==> config.mk <==
export PLATFORM = sky130hd
export DESIGN_NAME = axi_dma_rd_master
export DESIGN_NICKNAME = d
export VERILOG_FILES = /design/src/rtl/axi_pkg.sv /design/src/rtl/axi_dma_rd_master_burst_len.sv /design/src/rtl/axi_dma_rd_master.sv
export SDC_FILE = /design/constraint.sdc
export NUM_CORES = 1
export LEC_CHECK = 0
export ABC_AREA = 0
export CAP_MARGIN = 20
export CORE_ASPECT_RATIO = 2
export CORE_MARGIN = 5
export CORE_UTILIZATION = 42
export CTS_CLUSTER_DIAMETER = 60
export CTS_CLUSTER_SIZE = 14
export DETAILED_ROUTE_END_ITERATION = 8
export PLACE_DENSITY = 0.75
export SLEW_MARGIN = 10
export SYNTH_ARGS = -nofsm -noshare
export SYNTH_HDL_FRONTEND = slang
export SYNTH_SLANG_ARGS = --single-unit
==> constraint.sdc <==
create_clock -name M_AXI_ACLK -period 5.4 [get_ports M_AXI_ACLK]
set_input_delay 0.81 -clock M_AXI_ACLK [delete_from_list [all_inputs] [get_ports M_AXI_ACLK]]
set_output_delay 0.81 -clock M_AXI_ACLK [all_outputs]
set_load 0.01 [all_outputs]
==> src/rtl/axi_pkg.sv <==
// Shared AXI constants, the DMA read FSM state type and a width helper.
package axi_pkg;

    localparam logic [1:0] AXI_BURST_INCR = 2'b01;
    localparam logic [1:0] AXI_RESP_OKAY  = 2'b00;

    typedef enum logic [1:0] {
        ST_IDLE,
        ST_ADDR,
        ST_DATA,
        ST_FIN
    } dma_rd_state_t;

    // Ceiling log2 for elaboration-time width and shift calculations.
    function automatic int clog2(input int value);
        int r;
        r = 0;
        for (int i = 0; i < 31; i++) begin
            if ((1 << i) < value) r = i + 1;
        end
        return r;
    endfunction

endpackage

==> src/rtl/axi_dma_rd_master_burst_len.sv <==
// Burst length for the next read: the smallest of the beats still owed,
// MAX_BURST and the beats left before the next 4 KB page boundary.
module axi_burst_len
    import axi_pkg::*;
#(
    parameter int AXI_DATA_WD = 32,
    parameter int LEN_WD      = 16,
    parameter int MAX_BURST   = 16
) (
    input  logic [11:0]       addr,
    input  logic [LEN_WD-1:0] rem_beats,
    output logic [8:0]        blen
);

    localparam int BYTES_LOG2 = clog2(AXI_DATA_WD / 8);

    logic [12:0] page_bytes;
    logic [12:0] page_beats;
    logic [8:0]  step_cap;

    // Thirteen bits so a page-aligned address yields a full 4096-byte page.
    always_comb begin
        page_bytes = 13'd4096 - {1'b0, addr};
        page_beats = page_bytes >> BYTES_LOG2;
        if (rem_beats < LEN_WD'(MAX_BURST)) step_cap = rem_beats[8:0];
        else                                 step_cap = 9'(MAX_BURST);
        if ({4'b0000, step_cap} > page_beats) blen = page_beats[8:0];
        else                                    blen = step_cap;
    end

endmodule

==> src/rtl/axi_dma_rd_master.sv <==
// DMA read engine: splits one {addr, byte count} command into INCR bursts
// (one outstanding at a time) and forwards read data to a registered stream.
module axi_dma_rd_master
    import axi_pkg::*;
#(
    parameter int AXI_ID_WD   = 2,
    parameter int AXI_DATA_WD = 32,
    parameter int AXI_ADDR_WD = 32,
    parameter int LEN_WD      = 16,
    parameter int MAX_BURST   = 16,
    parameter int RD_ID       = 0
) (
    input  logic                   M_AXI_ACLK,
    input  logic                   M_AXI_ARESETN,
    input  logic [AXI_ADDR_WD-1:0] cmd_addr,
    input  logic [LEN_WD-1:0]      cmd_len,
    input  logic                   cmd_valid,
    output logic                   cmd_ready,
    output logic [AXI_ADDR_WD-1:0] M_AXI_ARADDR,
    output logic [AXI_ID_WD-1:0]   M_AXI_ARID,
    output logic [1:0]             M_AXI_ARBURST,
    output logic [2:0]             M_AXI_ARSIZE,
    output logic [7:0]             M_AXI_ARLEN,
    output logic                   M_AXI_ARVALID,
    input  logic                   M_AXI_ARREADY,
    input  logic [AXI_DATA_WD-1:0] M_AXI_RDATA,
    input  logic                   M_AXI_RLAST,
    input  logic [AXI_ID_WD-1:0]   M_AXI_RID,
    input  logic [1:0]             M_AXI_RRESP,
    input  logic                   M_AXI_RVALID,
    output logic                   M_AXI_RREADY,
    output logic [AXI_DATA_WD-1:0] out_data,
    output logic                   out_last,
    output logic                   out_valid,
    input  logic                   out_ready,
    output logic                   done,
    output logic                   err
);

    localparam int BYTES_LOG2 = clog2(AXI_DATA_WD / 8);

    dma_rd_state_t          state;
    logic [AXI_ADDR_WD-1:0] addr;
    logic [LEN_WD-1:0]      rem_beats;
    logic [LEN_WD-1:0]      cmd_beats;
    logic [8:0]             blen;
    logic                   out_free;
    logic                   ar_fire;
    logic                   r_fire;
    logic                   unused_rid;

    // Only one burst is ever in flight, so RID carries no information.
    assign unused_rid = ^M_AXI_RID;

    assign cmd_beats     = cmd_len >> BYTES_LOG2;
    assign out_free      = !out_valid || out_ready;
    assign M_AXI_RREADY  = out_free;
    assign ar_fire       = M_AXI_ARVALID && M_AXI_ARREADY;
    assign r_fire        = M_AXI_RVALID && out_free && (state == ST_DATA);

    // addr and rem_beats only change on AR fire, so ARADDR/ARLEN stay stable while stalled.
    assign M_AXI_ARADDR  = addr;
    assign M_AXI_ARLEN   = 8'(blen - 9'd1);
    assign M_AXI_ARID    = AXI_ID_WD'(RD_ID);
    assign M_AXI_ARBURST = AXI_BURST_INCR;
    assign M_AXI_ARSIZE  = 3'(BYTES_LOG2);

    axi_burst_len #(
        .AXI_DATA_WD (AXI_DATA_WD),
        .LEN_WD      (LEN_WD),
        .MAX_BURST   (MAX_BURST)
    ) u_burst_len (
        .addr      (addr[11:0]),
        .rem_beats (rem_beats),
        .blen      (blen)
    );

    // Command FSM plus stream valid/last and status; addr/rem_beats are not reset.
    always_ff @(posedge M_AXI_ACLK) begin
        if (!M_AXI_ARESETN) begin
            state         <= ST_IDLE;
            cmd_ready     <= 1'b1;
            M_AXI_ARVALID <= 1'b0;
            out_valid     <= 1'b0;
            out_last      <= 1'b0;
            done          <= 1'b0;
            err           <= 1'b0;
        end else begin
            done <= 1'b0;
            if (r_fire) begin
                out_valid <= 1'b1;
                out_last  <= M_AXI_RLAST && (rem_beats == '0);
                if (M_AXI_RRESP != AXI_RESP_OKAY) err <= 1'b1;
            end else if (out_ready) begin
                out_valid <= 1'b0;
                out_last  <= 1'b0;
            end
            case (state)
                ST_IDLE: begin
                    if (cmd_valid && cmd_ready) begin
                        cmd_ready <= 1'b0;
                        err       <= 1'b0;
                        addr      <= cmd_addr;
                        rem_beats <= cmd_beats;
                        if (cmd_beats == '0) begin
                            state <= ST_FIN;
                        end else begin
                            state         <= ST_ADDR;
                            M_AXI_ARVALID <= 1'b1;
                        end
                    end else begin
                        cmd_ready <= 1'b1;
                    end
                end
                ST_ADDR: begin
                    if (ar_fire) begin
                        M_AXI_ARVALID <= 1'b0;
                        addr          <= addr + (AXI_ADDR_WD'(blen) << BYTES_LOG2);
                        rem_beats     <= rem_beats - LEN_WD'(blen);
                        state         <= ST_DATA;
                    end
                end
                ST_DATA: begin
                    if (r_fire && M_AXI_RLAST) begin
                        if (rem_beats != '0) begin
                            state         <= ST_ADDR;
                            M_AXI_ARVALID <= 1'b1;
                        end else begin
                            state <= ST_FIN;
                        end
                    end
                end
                ST_FIN: begin
                    if (out_free) begin
                        done  <= 1'b1;
                        state <= ST_IDLE;
                    end
                end
                default: state <= ST_IDLE;
            endcase
        end
    end

    // Stream data register; loads on every accepted read beat.
    always_ff @(posedge M_AXI_ACLK) begin
        if (r_fire) out_data <= M_AXI_RDATA;
    end

endmodule

# After elaboration in Yosys (flattened, before gate mapping)
# Index checks and enable logic that the tools add are counted.
[totals]
ramBits = 0
wordCells = 75
romBits = 0
ff_bits = 88
input_bits = 91
latchBits = 0
n_memories = 0
output_inout_bits = 86
[op_classes]
multipliers = 0
eq_ne = 9
n_reduce_logical = 20
magnitude_cmp = 2
div_mod_pow = 0
bitwise = 0
n_mux = 30
shift = 0
add_sub_neg = 4
[op_table]
columns = ["operator", "n"]
rows = [
  ["two-way mux 32 bit", 2],
  ["case mux 32 bit (2 select lines)", 1],
  ["adder 32 x 11 -> 32 bit", 1],
  ["zero test 16 bit", 2],
  ["two-way mux 16 bit", 2],
  ["case mux 16 bit (2 select lines)", 1],
  ["two-way mux 9 bit", 2],
  ["< comparator 16 x 5 -> 1 bit (second input constant)", 1],
  ["nonzero test 16 bit", 1],
  ["subtractor 16 x 9 -> 16 bit", 1],
  ["two-way mux 1 bit", 14],
  ["subtractor 13 x 12 -> 13 bit (first input constant)", 1],
  ["two-way mux 2 bit", 6],
  ["> comparator 9 x 11 -> 1 bit", 1],
  ["!= test 2 bit (second input constant)", 4],
  ["case mux 2 bit (4 select lines)", 1],
  ["AND reduction 4 bit", 2],
  ["subtractor 8 x 1 -> 8 bit (second input constant)", 1],
  ["logical AND 1 bit", 6],
  ["AND reduction 6 bit", 1],
  ["nonzero test 2 bit", 3],
  ["== test 2 bit (second input constant)", 2],
  ["!= test 2 x 1 -> 1 bit (second input constant)", 2],
  ["case mux 1 bit (3 select lines)", 1],
  ["other kinds (6)", 6],
]

# Longest topological paths before layout
[depth]
word_depth = 7
mapped_depth = 26

# By module
# Synthesis repeated with hierarchy kept, for this count alone.
[unflattened]
hier_cells = 529
area_unflattened_um2 = 5383.9
[modules_own_cells]
columns = ["mod", "cells_per_inst", "area_per_inst_um2", "n_inst"]
rows = [
  ["axi_dma_rd_master", 458, 4844.6, 1],
  ["axi_burst_len", 71, 539.3, 1],
]

# Worst setup path before layout
# OpenSTA, ideal clock, no wires.
[synth_timing]
path_kind = "reg-to-reg"
from = "reg addr[3] (netlist: M_AXI_ARADDR[3])"
to = "reg addr[28] (netlist: M_AXI_ARADDR[28]), data pin"
path_buffers = 1
setup_time_ns = 0.266
stages_incl_launch_ff = 26
synth_period_minus_slack_ns = 6.085
path_slack_ns = -0.685
arrival_time_ns = 5.819
cell_sequence = "edfxtp_1 -> or4_1 -> buf_2 -> or3_4 -> or3_4 -> xnor2_1 -> ha_1 -> nand4_1 -> o31a_1 -> a21bo_2 -> nor2_1 -> mux2_2 -> inv_1 -> ha_1 -> inv_1 -> fa_1 -> nor2b_1 -> o21ai_1 -> nand2b_1 -> a21oi_1 -> o211a_1 -> a221oi_1 -> o21ai_1 -> nor3b_1 -> xnor2_1 -> o21ai_1"
[synth_via]
elab_chain_len = 6
[synth_rtl]
columns = ["item", "line_no", "rtl"]
rows = [
  ["start, declared", "axi_dma_rd_master.sv:43", "logic [AXI_ADDR_WD-1:0] addr;"],
  ["start signal, assigned", "axi_dma_rd_master.sv:103", "addr <= cmd_addr;"],
  ["start signal, assigned", "axi_dma_rd_master.sv:118", "addr <= addr + (AXI_ADDR_WD'(blen) << BYTES_LOG2);"],
  ["subtractor 13 x 12 -> 13 bit", "axi_dma_rd_master_burst_len.sv:23", "page_bytes = 13'd4096 - {1'b0, addr};"],
  ["> comparator 9 x 11 -> 1 bit", "axi_dma_rd_master_burst_len.sv:27", "if ({4'b0000, step_cap} > page_beats) blen = page_beats[8:0];"],
  ["two-way mux 9 bit", "axi_dma_rd_master_burst_len.sv:27", ""],
  ["adder 32 x 11 -> 32 bit *", "axi_dma_rd_master.sv:118", ""],
  ["two-way mux 32 bit *", "axi_dma_rd_master.sv:116", "if (ar_fire) begin"],
  ["case mux 32 bit (2 select lines) *", "axi_dma_rd_master.sv:98", "case (state)"],
]
# Mark *: on every way between the ends. The rest lies on a longest branch, timed or not. The select of a mux whose other input is x is not followed.
# A chain may end at the register's enable or synchronous reset.

# Worst setup path after layout
[layout_timing]
from = "reg addr[1] (netlist: M_AXI_ARADDR[1])"
to = "reg addr[30] (netlist: M_AXI_ARADDR[30]), data pin"
# Same word-level chain as after synthesis.

==> summary.txt <==
Run status
  • Status: complete, but fails checks
  • Failing checks: negative setup slack

Logic synthesis
  • Leading cell types by count after synthesis: 80 x edfxtp_1, 79 x nand2_1, 48 x o21ai_1, 48 x xnor2_1, 27 x nor2_1
  • Seq/Total Area, Yosys: 0.478
  • Post-Syn Instances: 537
  • Post-synthesis compound-gate area fraction: 0.153
  • Synth warn: 0
  • Seq cells post-synth: 88
  • Asr flop ratio synth: 0
  • EDFF count, synth: 80
  • Cell area after synthesis: 5360 sq um
  • Yosys top cell by area: edfxtp_1
  • XOR/XNOR share of the synthesized area: 0.0865
  • Post-synthesis cell type count: 60
  • Largest cells by area after synthesis: edfxtp_1 45%, xnor2_1 7.8%, ha_1 5.6%
  • Syn avg cell area: 9.99 sq um
  • Top cell type's share of synthesized area: 0.448
  • Adder-cell area share of the yosys netlist: 0.0690
  • Ys flop type: edfxtp_1
  • Largest family of logic cells by synthesized area: simple AND/OR/NAND/NOR gates
  • Synth Area in Simple Gates: 0.157
  • Most common cell in the netlist: edfxtp_1
  • Post-synthesis mux area share: 0.0124

Die
  • I/O Pins: 177
  • Die Wd: 89.9 microns
  • Row count: 58
  • Starting Density: 0.427
  • CORE AREA: 12600 sq um
  • DIE HEIGHT: 170 microns
  • Die area: 15300 sq um

Min path
  • Hold Path Stages: 2
  • Worst hold path type: flip-flop to flip-flop
  • Hold Path Origin: M_AXI_ARVALID
  • Hold Path End: M_AXI_ARVALID

Timing
  • FMAX: 178 MHz
  • Setup TNS: -3010 ps
  • Max Slew Vio Count: 0
  • Setup violators final: 27
  • Clock period minus worst slack: 5610 ps
  • Tcrit/Tclk final: 1.04
  • RSZ-0062 raised after global routing: yes
  • Worst Tran Pin Value: 1100 ps
  • Clock Skews: 8.59 ps
  • Rel. slew slack: 0.258
  • Slack of the critical path: -211 ps
  • Hold Vio Cnt, Final: 0

Clocking
  • CTS tree: yes
  • Max clock buf depth: 2
  • Clock Latency Late Sink: 340 ps
  • Clk sink count: 88
  • CTS root buffer: clkbuf_16
  • CTS buffer count: 9
  • Worst-path clk slew: 70 ps
  • H-tree depth: 3

Critical path
  • Bufs and invs on worst path: 4
  • CP Capture Type: flip-flop
  • Reg2Reg Capture Point: M_AXI_ARADDR[30]
  • Critical Path AT: 5670 ps
  • Crit Path Class: flip-flop to flip-flop
  • Setup slack, reg-to-reg: -210 ps
  • Critical Path Fanout Max: 5
  • CP max stage delay: 560 ps
  • CP Data Required Time: 5460 ps
  • Crit path max-delay family: simple AND/OR/NAND/NOR gates
  • Worst setup SP type: flip-flop
  • R2R Path Start: M_AXI_ARADDR[1]
  • Reg2Reg Depth: 27
  • Slowest cell on crit path: or4_4

GRT
  • Total grt overflow: 0
  • First-pass GRT wire length: 27200 microns
  • Vias in the first global route: 5449
  • Largest net degree at the start of global routing: 77
  • Antenna violations before repair: 0
  • Tot GR Track Use: 0.220

Cells and area
  • Footprint of the multi-input gates: 3190 sq um
  • Final #Nets: 904
  • Fin cells: 942
  • Register Area: 2560 sq um
  • Antenna cells: 0
  • Layout cells sized above 1: 0.264
  • Filler cell count: 961
  • Synth-to-layout area growth: 61.8%

Placed design
  • DP Cell Count: 904
  • # port buffers: 165
  • Dpl ws: -343 ps
  • Final Wtd Congestion: 0.858
  • DP Wirelength: 13100 microns

Power
  • Pwr dens: 466 nW/um^2
  • Leak: 3.27 nW
  • Worst vdd ir: 0.336 mV

Detailed routing
  • Via/cell ratio: 5.40
  • DR DRC count: 0
  • Via Count: 5091
  • Routed Antenna Nets: 0
  • Initial DRT Pass Iterations: 4
  • Routed len/inst: 18.7 microns
  • Detailed Route WL: 17600 microns
  • Initial DRC Count: 195

Flow run
  • Max_cap viols: 0
-- how the worst max path moves through the flow --
stage	start	end	slack [ps]	cells after the start
finish	M_AXI_ARADDR[1]	M_AXI_ARADDR[30]	-210	27
global route	M_AXI_ARADDR[2]	M_AXI_ARADDR[20]	-440	26
CTS	M_AXI_ARADDR[1]	M_AXI_ARADDR[30]	-140	26
detailed placement	M_AXI_ARADDR[2]	M_AXI_ARADDR[26]	-340	26
global placement	M_AXI_ARADDR[1]	M_AXI_ARADDR[26]	-240	26
floorplan	M_AXI_ARADDR[2]	M_AXI_ARADDR[28]	-410	26
-- repair_timing --
action | 4_1_cts | 5_1_grt
pin swaps | 31 | 43
endpoints found under the hold margin | 0 | 0
setup endpoints to repair | 36 | 41
cloned | 1 | 0
hold buffers | 0 | 0
gates resized for setup | 60 | 56
buffers inserted | 12 | 11
-- power breakdown --
| group | switching [mW] | internal (mW) |
|---|---|---|
| Clock | 0.268 | 0.354 |
| Combinational | 1.17 | 1.11 |
| Sequential | 0.161 | 0.990 |
| Total | 1.60 | 2.45 |
-- cell usage in the layout, fill, tap and decap left out, drive strengths merged, types with 5 or more instances in the layout --
master,netlist,routed
xor2,5,5
and2,5,5
o21ai,58,59
dfxtp,8,8
ha,24,24
and3,7,7
nand3,10,10
nor4,8,8
nor3,11,11
mux2,5,5
conb,2,11
xnor2,48,48
clkbuf,15,14
a2111oi,5,5
a311oi,8,8
clkdlybuf4s50,0,158
nor3b,5,5
inv,29,31
nand2,79,79
a31oi,5,5
edfxtp,80,80
a21oi,21,21
nor2,28,28
buf,10,93
a21o,8,8
or3,8,8
-- per-layer routing --
| metal | vias up | GRT usage | share of wire |
|---|---|---|---|
| li1 | 2438 | - | - |
| met1 | 2371 | 0.219 | 0.36 |
| met2 | 231 | 0.432 | 0.54 |
| met3 | 51 | 0.0504 | 0.059 |
| met4 | 0 | 0.0804 | 0.042 |
| met5 | - | 0 | 0 |
-- flip-flops by register name (all words and copies together) (netlist names) --
name / cells
out_data: 32
out_valid: 1
state: 2
rem_beats: 16
err: 1
out_last: 1
M_AXI_ARVALID: 1
M_AXI_ARADDR: 32
cmd_ready: 1
done: 1
-- metrics by stage --
stage	util	total power [mW]	area, sq um	hold slack (ps)
6_report	0.691	4.05	8680	520
3_3_place_gp	0.616	3.01	7730	497
3_5_place_dp	0.616	3.07	7730	513
5_1_grt	0.691	4.28	8680	560
2_1_floorplan	-	2.22	5500	512
4_1_cts	0.665	3.85	8350	526
-- logic make-up (layout without fill, tap and decap cells) --
family | count (synthesis) | count (layout)
AND/OR/NAND/NOR | 177 | 177
AO/OA/AOI/OAI | 128 | 129
flip-flops | 88 | 88
buffers and inverters | 54 | 299
XOR/XNOR | 53 | 53
adder cells (fa/ha/maj) | 29 | 29
multiplexers | 6 | 6
other | 2 | 11
-- tightest hold or removal path, cell delays in order, from the launching register on --
cell	delay (ps)
dfxtp_1	330
o21ai_1	80
a21oi_1	60
-- final cells by class --
cell class                      instances  share of cell area
Clock buffer                           12              0.0307
Clock inverter                          4             0.00389
Inverter                               29              0.0128
Multi-Input combinational cell        405               0.368
Sequential cell                        88               0.295
Tap cell                              150              0.0216
Timing Repair Buffer                  254               0.268
(Power assumes the default switching activity.)
